[config.mk]
export PLATFORM = sky130hd
export DESIGN_NAME = prod_accum
export DESIGN_NICKNAME = d
export VERILOG_FILES = /design/src/rtl/prod_accum.sv
export SDC_FILE = /design/constraint.sdc
export NUM_CORES = 1
export LEC_CHECK = 0
export ABC_AREA = 1
export CAP_MARGIN = 5
export CORE_UTILIZATION = 45
export DETAILED_ROUTE_END_ITERATION = 8
export PLACE_DENSITY = 0.68
export SLEW_MARGIN = 10
export SYNTH_ARGS = -nofsm -noshare
export SYNTH_HDL_FRONTEND = slang
export SYNTH_SLANG_ARGS = --single-unit
[constraint.sdc]
create_clock -name clk -period 4.85 [get_ports clk]
set_clock_uncertainty 0.1 [all_clocks]
set_input_delay 0.97 -clock clk [delete_from_list [all_inputs] [get_ports clk]]
set_output_delay 0.97 -clock clk [all_outputs]
set_load 0.1 [all_outputs]
[src/rtl/prod_accum.sv]
`default_nettype none
// ============================================================================
//  Module   : prod_accum
//  Purpose  : Block accumulator for two unsigned product streams. Sums p_len
//             valid samples per block and hands each block result to a
//             one-deep valid/ready output register, dropping results that
//             cannot be delivered.
//  Revision : 1.0 - initial release
// ============================================================================
module prod_accum #(
  parameter int p_size  = 12,
  parameter int p_len   = 8,
  parameter int p_len_w = 3
) (
  input  logic                          clk,
  input  logic                          rst,
  input  logic [2*p_size-1:0]           i_data,
  input  logic [2*p_size-1:0]           i_data_2,
  input  logic                          i_dv,
  input  logic                          i_ready,
  output logic [2*p_size+p_len_w-1:0]   o_acc,
  output logic [2*p_size+p_len_w-1:0]   o_acc_2,
  output logic                          o_valid,
  output logic                          o_drop
);

  localparam int ACC_W = 2*p_size + p_len_w;
  localparam logic [p_len_w-1:0] C_LAST = p_len_w'(p_len - 1);

  typedef enum logic [0:0] {
    S_EMPTY = 1'b0,
    S_FULL  = 1'b1
  } state_t;

  logic [p_len_w-1:0] cnt_q, cnt_d;
  logic [ACC_W-1:0]   acc_q, acc_d, acc_2_q, acc_2_d;
  logic [ACC_W-1:0]   sum_d, sum_2_d;
  logic               blk_end_d;
  state_t             state_q;
  logic [ACC_W-1:0]   res_q, res_2_q;
  logic               valid_q, drop_q;

  // Next-state of the sample counter and accumulators; never stalls on i_ready.
  always_comb begin
    blk_end_d = i_dv && (cnt_q == C_LAST);
    sum_d     = acc_q   + {{p_len_w{1'b0}}, i_data};
    sum_2_d   = acc_2_q + {{p_len_w{1'b0}}, i_data_2};
    cnt_d     = cnt_q;
    acc_d     = acc_q;
    acc_2_d   = acc_2_q;
    if (i_dv) begin
      if (blk_end_d) begin
        cnt_d   = '0;
        acc_d   = '0;
        acc_2_d = '0;
      end else begin
        cnt_d   = cnt_q + p_len_w'(1);
        acc_d   = sum_d;
        acc_2_d = sum_2_d;
      end
    end
  end

  // Accumulator and sample-counter registers.
  always_ff @(posedge clk) begin
    if (rst) begin
      cnt_q   <= '0;
      acc_q   <= '0;
      acc_2_q <= '0;
    end else begin
      cnt_q   <= cnt_d;
      acc_q   <= acc_d;
      acc_2_q <= acc_2_d;
    end
  end

  // Output FSM: holds one block result, replaces it on a coincident handshake,
  // otherwise discards a new result while full and pulses o_drop.
  always_ff @(posedge clk) begin
    if (rst) begin
      state_q <= S_EMPTY;
      res_q   <= '0;
      res_2_q <= '0;
      valid_q <= 1'b0;
      drop_q  <= 1'b0;
    end else begin
      drop_q <= 1'b0;
      case (state_q)
        S_EMPTY: begin
          if (blk_end_d) begin
            state_q <= S_FULL;
            valid_q <= 1'b1;
            res_q   <= sum_d;
            res_2_q <= sum_2_d;
          end
        end
        S_FULL: begin
          if (i_ready) begin
            if (blk_end_d) begin
              res_q   <= sum_d;
              res_2_q <= sum_2_d;
            end else begin
              state_q <= S_EMPTY;
              valid_q <= 1'b0;
            end
          end else if (blk_end_d) begin
            drop_q <= 1'b1;
          end
        end
        default: begin
          state_q <= S_EMPTY;
          valid_q <= 1'b0;
        end
      endcase
    end
  end

  assign o_acc   = res_q;
  assign o_acc_2 = res_2_q;
  assign o_valid = valid_q;
  assign o_drop  = drop_q;

endmodule
`default_nettype wire

==> impl_results.md <==
* Final Max Slew Viols at 0
* Avg Inst Size Synth at ~6 µm²
* Vias post-DR at 8192
* Clk sink count at roughly 110
* DP Area at 9260 µm²
* Synthesis Warnings at 0
* I/O Buffers at roughly 110
* Root buf cell: clkbuf_16
* Critical Path End: o_acc[16]
* Hold/Removal Path Class: register to register
* Comb power frac at 0.264
* Area delta synth->final at 23.44%
* TritonCTS clock tree: yes
* Reg power frac at 0.313
* Initial DRC Count at 373
* Main area contributors after synthesis: dfxtp_1 28%, nand2_1 23%, inv_1 12%
* Average wire per standard cell at ~13 µm
* Worst Reg-to-Reg Cells at 8
* Clock latency on the worst-skew pair at 0.43 ns
* Worst r2r dst: o_acc_2[23]
* First-pass GRT wire length at 36.60 mm
* Tcrit/Tclk final at 0.6337
* Switching power at 0.001096 W
* Design Area, Final at between 9000 and 10000 µm²
* Starting Density at 0.4622
* Vias per std cell at about 4.8
* Status: finished clean
* Crit-path slowest cell: clkdlybuf4s50_1
* Post-Syn Instances at about 1400
* Clk pin slew, worst setup/hold paths at ~0.060 ns
* Mapped Area at around 8000 µm²
* Placed instance count at approximately 1700
* Most frequent cells in the layout: 496 x nand2_1, 258 x inv_1, 144 x nor2_1
* CP max FO at 2
* Finished Layout Cells at 1699
* Chip height at around 140 µm
* Crit path required time at 3.78 ns
* Max_slew headroom at 0.2815
* Peak supply drop at roughly 0.28 mV
* Max_cap viols at 0
* Net count after synthesis at between 1000 and 1500
* Most common cell after layout, fill and taps aside: nand2_1
* # DRC at 0
* WP depth at 1
* Routed WL at about 22 mm
* WP buf/inv at 1
* Ports at 108
* Setup repair bufs after CTS at 0
* Lkg Pwr at around 5.5 nW
* Ant diodes at 0
* Die width at approximately 140 µm
* Setup WS pre-CTS at between 1 and 1.5 ns
* Crit path cell chain: clkdlybuf4s50_1
* Largest net degree at the start of global routing at slightly above 90
* Fin util at 0.5706
* Internal Power at 0.002176 W
* Post-layout min period at roughly 3.1 ns
* GRT Overall Usage at 0.2557
* Antenna Nets Post-Route at 0
* CP startpoint: o_acc[16]
* Max clock buf depth at 2
* Startpoint Class: register
* Kind of cell adding the most delay to the critical path: buffers and inverters
* Switching Fraction at 0.3350
* Remaining global-route overflow at 0
* Worst Path Arrival at approximately 2 ns
* HPWL after DPL at approximately 17 mm
* Worst r2r src: cnt_q[0]
* TritonCTS buffer count at 17
* Nets at approximately 1600
* Actual slew at the worst max-slew pin at ~1.1 ns
* Die area at approximately 18000 µm²
* Number of gates resized after CTS at 0
* Cell area power density at 330.4 nW/µm²
* H-tree depth at 4
* Vias in the first global route at between 7000 and 8000
* Max incr delay on CP at roughly 1.2 ns
* RSZ-0062 raised after global routing: false
* Gpl congestion at 1.009
* Setup tns final at 0 ns
* Endpoints failing hold at 0
* Critical Path End Type: primary output
* Part of the Yosys area used for sequential elements at 0.2845
* Setup ws final at between 1.5 and 2 ns
* Fmax at roughly 330 MHz
* Synth cell types at 33
* TritonRoute pass-1 iters at 5
* Endpoints failing setup at 0
* Core box area at 17360 µm²
* Power share of the clock group at 0.422
* Post-CTS Hold Buffers at 0
* Initial antenna violation count at 0
* Share of cells above drive strength 1 at 0.03664
* Critical setup path kind: register to primary output
* Synth area leader: dfxtp_1
* Post-synthesis register bit count at roughly 110
* Row cnt at 48
* Hold Startpoint: acc_2_q[8]
* Top cell type's share of synthesized area at 0.2845
* Reg2reg setup slack at approximately 2.6 ns
-- worst min path at each step --
stage | endpoint | slack [ns] | cells past startpoint
5_1_grt | acc_2_q[4] | 0.38 | 2
3_3_place_gp | acc_2_q[14] | 0.36 | 2
4_1_cts | acc_q[19] | 0.37 | 2
3_5_place_dp | acc_q[0] | 0.36 | 2
6_report | acc_2_q[8] | 0.37 | 2
2_1_floorplan | cnt_q[0] | 0.35 | 1
-- per-stage QoR --
step           power, W  hold WS [ns]
5_1_grt        0.003451        0.3830
4_1_cts        0.003287        0.3708
3_5_place_dp   0.001902        0.3617
3_3_place_gp   0.001899        0.3574
2_1_floorplan  0.001660        0.3453
6_report       0.003272        0.3684
-- final cells by class --
cell class | instances | area, µm²
flip-flops and latches | 114 | 2282
clock buffers | 18 | 439.2
inverters | 259 | 972.2
clock inverters | 14 | 203.9
fillers | 1744 | 7453
repair buffers | 112 | 1104
well taps | 225 | 281.5
multi-input cells | 957 | 4621
-- sequential cells by signal, summed over array words and instances (netlist names) --
signal / cells
cnt_q: 3
o_valid: 1
acc_q: 27
o_drop: 1
acc_2_q: 27
o_acc_2: 27
state_q: 1
o_acc: 27
-- cells in the mapped netlist, drive strengths merged --
| library cell | count |
|---|---|
| and2 | 3 |
| o22ai | 1 |
| xor2 | 24 |
| nand3 | 59 |
| a31oi | 1 |
| nor2 | 147 |
| a21o | 11 |
| buf | 15 |
| ha | 50 |
| o21ai | 48 |
| clkbuf | 18 |
| nand4 | 15 |
| a211oi | 1 |
| nor3 | 2 |
| or2 | 3 |
| fa | 2 |
| o211ai | 3 |
| nand3b | 7 |
| a21oi | 77 |
| xnor2 | 2 |
| nand2 | 500 |
| inv | 259 |
| o21a | 1 |
| dfxtp | 114 |
-- power groups by stage --
stage	Clock, W	Combinational [W]	Sequential, W
detailed placement	0	0.000856	0.00105
floorplan	0	0.000618	0.00104
global placement	0	0.000854	0.00104
global route	0.00143	0.000985	0.00103
finish	0.00138	0.000865	0.00103
CTS	0.00140	0.000864	0.00103
-- routing by layer --
layer  GRT usage  share of wire
met1      0.2958           0.44
met3     0.04190          0.037
met4      0.1017          0.030
met5           0              0
met2      0.4655           0.49
-- cell families (layout without fill, tap and decap cells) --
group	count (synthesis)	after routing	share of synthesized area
buffers and inverters	292	403	0.1408
flip-flops	114	114	0.2845
XOR/XNOR	26	26	0.02838
AND/OR/NAND/NOR	736	736	0.3684
AO/OA/AOI/OAI	143	143	0.09498
adder cells (fa/ha/maj)	52	52	0.08297
Note: power is estimated with default switching activity, not from simulation.
